File: config.mk
export PLATFORM = sky130hd
export DESIGN_NAME = ex_mem_pipe_reg
export DESIGN_NICKNAME = d
export VERILOG_FILES = /design/src/rtl/ex_mem_pkg.sv /design/src/rtl/ex_mem_skid_buf.sv /design/src/rtl/ex_mem_pipe_reg.sv
export SDC_FILE = /design/constraint.sdc
export NUM_CORES = 1
export LEC_CHECK = 0
export ABC_AREA = 1
export CELL_PAD_IN_SITES_DETAIL_PLACEMENT = 0
export CELL_PAD_IN_SITES_GLOBAL_PLACEMENT = 1
export CORE_MARGIN = 4
export CORE_UTILIZATION = 30
export CTS_CLUSTER_DIAMETER = 150
export DETAILED_ROUTE_END_ITERATION = 16
export HOLD_SLACK_MARGIN = 0.06
export PLACE_DENSITY_LB_ADDON = 0.1
export SYNTH_ARGS = -nofsm -noshare
export SYNTH_HDL_FRONTEND = slang
export SYNTH_SLANG_ARGS = --single-unit
File: constraint.sdc
create_clock -name Clk -period 4.4 [get_ports Clk]
set_input_delay 0.66 -clock Clk [delete_from_list [all_inputs] [get_ports Clk]]
set_output_delay 0.66 -clock Clk [all_outputs]
set_load 0.01 [all_outputs]
File: src/rtl/ex_mem_pkg.sv
// Shared definitions for the EX->MEM pipeline register: default widths,
// WB/M control bit positions and the payload record.
package ex_mem_pkg;

    localparam int DATA_W_DEF     = 32;
    localparam int REG_ADDR_W_DEF = 5;
    localparam int WB_W_DEF       = 2;
    localparam int M_W_DEF        = 3;
    localparam int CNT_W_DEF      = 16;

    localparam int WB_REGWRITE = 0;
    localparam int WB_MEMTOREG = 1;
    localparam int M_BRANCH    = 0;
    localparam int M_MEMREAD   = 1;
    localparam int M_MEMWRITE  = 2;

    typedef struct packed {
        logic [WB_W_DEF-1:0]       wb;
        logic [M_W_DEF-1:0]        m;
        logic [DATA_W_DEF-1:0]     add_result;
        logic                      alu_zero;
        logic [DATA_W_DEF-1:0]     alu_result;
        logic [DATA_W_DEF-1:0]     rt_data;
        logic [REG_ADDR_W_DEF-1:0] dst_reg;
    } ex_mem_payload_t;

    localparam int PAYLOAD_W_DEF = $bits(ex_mem_payload_t);

endpackage

File: src/rtl/ex_mem_skid_buf.sv
// Two-slot skid buffer (main + skid) with registered in_ready.
// Compiled only when EX_MEM_SKID_EN is defined.
`ifdef EX_MEM_SKID_EN
module ex_mem_skid_buf #(
    parameter int W = 8
) (
    input  logic         clk,
    input  logic         rst,
    input  logic         flush,
    input  logic         in_valid,
    output logic         in_ready,
    input  logic [W-1:0] in_data,
    output logic         out_valid,
    input  logic         out_ready,
    output logic [W-1:0] out_data
);

    logic         main_v_r;
    logic         skid_v_r;
    logic         in_ready_r;
    logic [W-1:0] main_d_r;
    logic [W-1:0] skid_d_r;
    logic         main_v_s;
    logic         skid_v_s;
    logic         load_main_in_s;
    logic         load_main_skid_s;
    logic         load_skid_s;

    // Next-state for both valid bits; a parked entry always drains before new input.
    always_comb begin
        main_v_s         = main_v_r;
        skid_v_s         = skid_v_r;
        load_main_in_s   = 1'b0;
        load_main_skid_s = 1'b0;
        load_skid_s      = 1'b0;
        if (flush) begin
            main_v_s = 1'b0;
            skid_v_s = 1'b0;
        end else if (!main_v_r || out_ready) begin
            if (skid_v_r) begin
                main_v_s         = 1'b1;
                skid_v_s         = 1'b0;
                load_main_skid_s = 1'b1;
            end else begin
                main_v_s       = in_valid & in_ready_r;
                load_main_in_s = in_valid & in_ready_r;
            end
        end else begin
            if (in_valid && in_ready_r) begin
                skid_v_s    = 1'b1;
                load_skid_s = 1'b1;
            end else begin
                skid_v_s = skid_v_r;
            end
        end
    end

    // Slot storage and registered ready (ready = skid slot will be empty).
    always_ff @(posedge clk or posedge rst) begin
        if (rst) begin
            main_v_r   <= 1'b0;
            skid_v_r   <= 1'b0;
            in_ready_r <= 1'b0;
            main_d_r   <= {W{1'b0}};
            skid_d_r   <= {W{1'b0}};
        end else begin
            main_v_r   <= main_v_s;
            skid_v_r   <= skid_v_s;
            in_ready_r <= ~skid_v_s;
            if (load_main_in_s) begin
                main_d_r <= in_data;
            end else if (load_main_skid_s) begin
                main_d_r <= skid_d_r;
            end else begin
                main_d_r <= main_d_r;
            end
            if (load_skid_s) begin
                skid_d_r <= in_data;
            end else begin
                skid_d_r <= skid_d_r;
            end
        end
    end

    assign in_ready  = in_ready_r;
    assign out_valid = main_v_r;
    assign out_data  = main_d_r;

endmodule
`endif

File: src/rtl/ex_mem_pipe_reg.sv
// EX->MEM pipeline register with valid/ready handshake, flush, M decode and stall counter.
// Define EX_MEM_SKID_EN for a 2-entry skid buffer with registered in_ready.
module ex_mem_pipe_reg
    import ex_mem_pkg::*;
#(
    parameter int DATA_W     = DATA_W_DEF,
    parameter int REG_ADDR_W = REG_ADDR_W_DEF,
    parameter int WB_W       = WB_W_DEF,
    parameter int M_W        = M_W_DEF,
    parameter int CNT_W      = CNT_W_DEF
) (
    input  logic                  Clk,
    input  logic                  Reset,
    input  logic                  flush_i,
    input  logic                  in_valid_i,
    output logic                  in_ready_o,
    input  logic [WB_W-1:0]       wb_i,
    input  logic [M_W-1:0]        m_i,
    input  logic [DATA_W-1:0]     add_result_i,
    input  logic                  alu_zero_i,
    input  logic [DATA_W-1:0]     alu_result_i,
    input  logic [DATA_W-1:0]     rt_data_i,
    input  logic [REG_ADDR_W-1:0] dst_reg_i,
    output logic                  out_valid_o,
    input  logic                  out_ready_i,
    output logic [WB_W-1:0]       wb_o,
    output logic [DATA_W-1:0]     add_result_o,
    output logic                  alu_zero_o,
    output logic [DATA_W-1:0]     alu_result_o,
    output logic [DATA_W-1:0]     rt_data_o,
    output logic [REG_ADDR_W-1:0] dst_reg_o,
    output logic                  branch_o,
    output logic                  mem_read_o,
    output logic                  mem_write_o,
    output logic                  pc_src_o,
    output logic [CNT_W-1:0]      stall_cnt_o
);

    localparam int PW = WB_W + M_W + 3 * DATA_W + 1 + REG_ADDR_W;

    logic [PW-1:0]    in_pack_s;
    logic [PW-1:0]    out_pack_s;
    logic             valid_s;
    logic [WB_W-1:0]  wb_q_s;
    logic [M_W-1:0]   m_q_s;
    logic [CNT_W-1:0] stall_cnt_r;

    assign in_pack_s = {wb_i, m_i, add_result_i, alu_zero_i, alu_result_i, rt_data_i, dst_reg_i};
    assign {wb_q_s, m_q_s, add_result_o, alu_zero_o, alu_result_o, rt_data_o, dst_reg_o} = out_pack_s;

`ifdef EX_MEM_SKID_EN
    ex_mem_skid_buf #(
        .W (PW)
    ) u_skid (
        .clk       (Clk),
        .rst       (Reset),
        .flush     (flush_i),
        .in_valid  (in_valid_i),
        .in_ready  (in_ready_o),
        .in_data   (in_pack_s),
        .out_valid (valid_s),
        .out_ready (out_ready_i),
        .out_data  (out_pack_s)
    );
`else
    logic          valid_r;
    logic [PW-1:0] pack_r;

    assign in_ready_o = out_ready_i | ~valid_r;

    // Single-entry register; a flush kills the held entry and any same-cycle accept.
    always_ff @(posedge Clk or posedge Reset) begin
        if (Reset) begin
            valid_r <= 1'b0;
            pack_r  <= {PW{1'b0}};
        end else if (flush_i) begin
            valid_r <= 1'b0;
        end else if (in_ready_o) begin
            valid_r <= in_valid_i;
            if (in_valid_i) begin
                pack_r <= in_pack_s;
            end else begin
                pack_r <= pack_r;
            end
        end else begin
            valid_r <= valid_r;
        end
    end

    assign valid_s    = valid_r;
    assign out_pack_s = pack_r;
`endif

    // Bubbles must never write memory, registers or redirect the PC.
    assign out_valid_o = valid_s;
    assign branch_o    = m_q_s[M_BRANCH] & valid_s;
    assign mem_read_o  = m_q_s[M_MEMREAD] & valid_s;
    assign mem_write_o = m_q_s[M_MEMWRITE] & valid_s;
    assign pc_src_o    = branch_o & alu_zero_o;

    // WB passthrough with RegWrite gated by valid.
    always_comb begin
        wb_o              = wb_q_s;
        wb_o[WB_REGWRITE] = wb_q_s[WB_REGWRITE] & valid_s;
    end

    // Saturating count of cycles where MEM holds off a valid entry.
    always_ff @(posedge Clk or posedge Reset) begin
        if (Reset) begin
            stall_cnt_r <= {CNT_W{1'b0}};
        end else if (valid_s && !out_ready_i && (stall_cnt_r != {CNT_W{1'b1}})) begin
            stall_cnt_r <= stall_cnt_r + {{(CNT_W-1){1'b0}}, 1'b1};
        end else begin
            stall_cnt_r <= stall_cnt_r;
        end
    end

    assign stall_cnt_o = stall_cnt_r;

endmodule

# Word-level counts from Yosys, hierarchy flattened

Cells that the tools add are included.

Register bits: 124
Bits of input ports: 112
Output and inout port bits: 126
Word-level logic and storage cells: 20

$add $sub $neg: 1
Equal/unequal tests: 1
Mux-type cells: 2
Bitwise gates (word level): 8
Reductions and logical operators: 5

Operator list:

| operator                | count |
|---|---|
| $add A16 B1 Y16 const B | 1 |
| $ne A16 B16 Y1 const B  | 1 |
| $and A1 B1 Y1           | 5 |
| $reduce_and A3 Y1       | 1 |
| $logic_and A1 B1 Y1     | 2 |
| $mux W1                 | 2 |
| $not A1 Y1              | 2 |
| $reduce_bool A2 Y1      | 1 |
| $logic_not A1 Y1        | 1 |
| $or A1 B1 Y1            | 1 |

# Longest topological paths before layout

Word-level depth: 4
Depth in mapped cells: 8
Gate-level depth less buffers: 8

# Worst setup path after synthesis

Ideal clock, no wire load.

Path kind: input to register
From: input out_ready_i
To: register pack_r[28], in the netlist out_pack_s[28]
Setup time: 125 ps
Arrival: 1520 ps
Required time: 4275 ps
Path slack: 2755 ps
Cell stages on the path: 6
Buffers on the path: 2
Path through: inv_1 nand2_4 nand2_4 buf_8 buf_12 mux2_4

Longest elaborated chain between the ends: 2

RTL lines:

| element                            | RTL line              | RTL |
|---|---|---|
| from (decl)                        | ex_mem_pipe_reg.sv:25 | `input logic out_ready_i,` |
| $or A1 B1 Y1                       | ex_mem_pipe_reg.sv:69 | `assign in_ready_o = out_ready_i \| ~valid_r;` |
| via in_ready_o                     | ex_mem_pipe_reg.sv:16 | `output logic in_ready_o,` |
| $reduce_and A3 Y1 (no source line) | n/a                   |  |
| to (signal assigned)               | ex_mem_pipe_reg.sv:75 | `pack_r <= {PW{1'b0}};` |
| to (signal assigned)               | ex_mem_pipe_reg.sv:81 | `pack_r <= in_pack_s;` |
| to (signal assigned)               | ex_mem_pipe_reg.sv:83 | `pack_r <= pack_r;` |
| to (decl)                          | ex_mem_pipe_reg.sv:67 | `logic [PW-1:0] pack_r;` |

The timed path passes the listed nets, and every way through them passes these cells.
A chain may end at the register's enable or synchronous reset.

# Worst setup path after layout

From: input out_ready_i
To: output in_ready_o

Longest elaborated chain between the ends: 1

RTL lines:

| element      | RTL line |
|---|---|
| $or A1 B1 Y1 | ex_mem_pipe_reg.sv:69 |
| to (decl)    | ex_mem_pipe_reg.sv:16 |

Every way passes these cells.

==> reports/qor.txt <==
status - finished, final reports clean
WS Path Type - primary input to primary output
Max Slew Vio Count - 0
Tcrit/Tclk final - 0.574
CP Launch Type - primary input
DRC - 0
antenna violations before repair - 0
Tot Pwr - 3.67 mW
Avg Cell Area, Syn - 12.0 um2
worst slew pin tran - 0.964 ns
XOR/XNOR share of the synthesized area - 0.00741
vias - 3,805
Clock H-tree levels - 4
sequential area share after synthesis - 0.525
CTS Hold Bufs - 0
final instance area - 0.00836 mm2
die area - 0.0220 mm2
final core occ - 0.431
gr ovfl total - 0
Synth warnings - 0
post-synthesis mux area share - 0.213
syn_nets - 607
WL per Instance - 15.8 um
# setup viols final - 0
Post-Route Skew - 0.00693 ns
Worst VDD drop - 0.000245 V
initial DRC count - 96
clk_lat worst skew - 0.41 ns
Die H - 148 um
worst path buffer plus inverter count - 3
cell with the largest stage delay on the worst path - clkdlybuf4s50_1
Synth Area in Compound Gates - 0.00445
first-pass GRT wire length - 22.3 mm
Chip Width - 148 um
Post-CTS Setup Inserts - 0
# Max-Cap Violations - 0
area post-placement - 0.00777 mm2
layout cells sized above 1 - 0.225
CTS root buffer - clkbuf_16
min-delay worst type - flop to flop
RePlAce Congestion - 0.719
initial core utilization - 0.305
RSZ-0062 raised after global routing - false
crit-path leading delay family - buffers and inverters
DP Worst Slack - 1.52 ns
Yosys reg bits - 124
maximum clock frequency - 396 MHz
ANT cells - 0
I/O pins - 238
Setup WS post-layout - 1.88 ns
core area - 0.0194 mm2
Worst EP arrival - 1.86 ns
largest net degree at the start of global routing - 74
slew margin rel. - 0.357
Clock Pin Slew Worst Setup and Hold Paths - 0.05 ns
routed vias/inst - 4.16
CTS resizes - 0
final WL - 14.4 mm
synthesized area - 0.00591 mm2
drt pass-1 iters - 4
unique cell type count in the Yosys netlist - 19
crit end category - primary output
crit path time final - 2.52 ns
CP cell instances - clkdlybuf4s50_1 -> inv_1 -> nand2_4 -> clkdlybuf4s50_1
clk sink count - 124
CTS tree - yes
final hold vios - 0
PwrDens - 439 mW/mm2
largest family of logic cells by synthesized area - multiplexers
LEAKAGE - 3.58 nW
Simple-Gate Fraction of Synth Area - 0.0819
Synth Area in Adders - 0.00212
setup_tns - 0 ns
Max Fanout on Critical Path - 7
clk buf depth - 2
GRT Overall Usage - 0.131
Detailed Place HPWL - 10.5 mm
Gate Count Post-Synth - 494
Layout Nets - 751
biggest cell delay along the critical path - 0.57 ns
antenna viol nets, final - 0
Num CTS Buffers - 17
row count - 51
cell mode on critical path - clkdlybuf4s50_1
Critical Path RT - 3.74 ns
vias in the first global route - 3,971
port buffer count - 237
area grow syn2layout - 41.4%
## layout make-up
class	instances	area, um2
inverter	25	96.3
clock inverter	10	116
timing repair buffer	239	2410
tap	265	332
multi-input combinational	231	1830
fill	1848	11000
clock buffer	21	470
sequential	124	3100
## worst register-to-register path, delay by kind of cell, from the launching register on
family / cells / cell delay, ns
muxes: 1 / 0.41
DFF: 1 / 0.49
and+or+nand+nor: 2 / 0.76
buffers and inverters: 1 / 0.45
## flip-flops by register name, summed over array words and instances, names as in the netlist
register	count
stall_cnt_o	16
out_valid_o	1
out_pack_s	107
## kinds of logic (layout without fill, tap and decap cells)
logic type | after synthesis | in the layout
buf+inv | 139 | 295
flops | 124 | 124
simple gates | 116 | 116
mux | 106 | 106
xor+xnor | 5 | 5
compound gates | 3 | 3
fa+ha+maj | 1 | 1
## final timing paths
kind                                start         endpoint  slack, ns  cells after the start
setup reg to reg              out_valid_o   out_pack_s[87]       2.17                      4
hold reg to reg            out_pack_s[43]   out_pack_s[43]       0.50                      1
max in group asynchronous           Reset   stall_cnt_o[4]       2.73                      3
hold / removal             out_pack_s[43]   out_pack_s[43]       0.50                      1
min in group asynchronous           Reset  stall_cnt_o[11]       0.80                      2
setup / recovery              out_ready_i       in_ready_o       1.88                      4
## where the power goes
group / internal (mW) / switching, mW / leakage, nW
Combinational: 0.557 / 0.310 / 1.81
Sequential: 1.32 / 0.105 / 1.49
Clock: 0.875 / 0.503 / 0.285
Total: 2.76 / 0.918 / 3.58
## per-layer routing
metal  wire length [um]  up-vias  part of all wire  global-route usage
met5                  0        -                 0                   0
met4                166        0             0.011              0.0360
met3                810       10             0.056              0.0417
met2               7600      119              0.53               0.231
met1               5880     1881              0.41               0.154
li1                   -     1795                 -                   -
## cell usage after synthesis
cell type	n	area, um2
mux2_2	88	991
xor2_1	3	26.3
ha_1	1	12.5
nand4_1	4	25.0
inv_1	25	93.8
nand3_1	11	55.1
buf_2	1	5.00
a21oi_1	2	10.0
mux2_4	18	270
nor2_1	18	67.6
o21ai_4	1	16.3
nor2_2	4	25.0
buf_4	110	826
nand2_4	2	22.5
dfrtp_1	124	3100
buf_12	2	40.0
buf_8	1	15.0
nand2_1	77	289
xnor2_1	2	17.5
## cells in the final DEF, fill, tap and decap left out, types with 2 or more instances in the layout
cell type,n
nand3_1,11
bufinv_16,2
dfrtp_1,124
clkinvlp_4,2
clkbuf_8,3
nand2_4,2
mux2_4,18
buf_12,2
mux2_2,88
clkinv_4,3
inv_1,24
nand2_1,77
clkdlybuf4s50_1,237
xnor2_1,2
nand4_1,4
nor2_1,18
xor2_1,3
clkbuf_16,17
a21oi_1,2
clkinv_2,3
nor2_2,4
## per-stage QoR
stage | hold slack (ns) | std cells
3_5_place_dp | 0.492 | 884
5_1_grt | 0.511 | 915
4_1_cts | 0.505 | 915
2_1_floorplan | 0.480 | 494
6_report | 0.500 | 915
3_3_place_gp | 0.488 | 884
(Power assumes the default switching activity.)
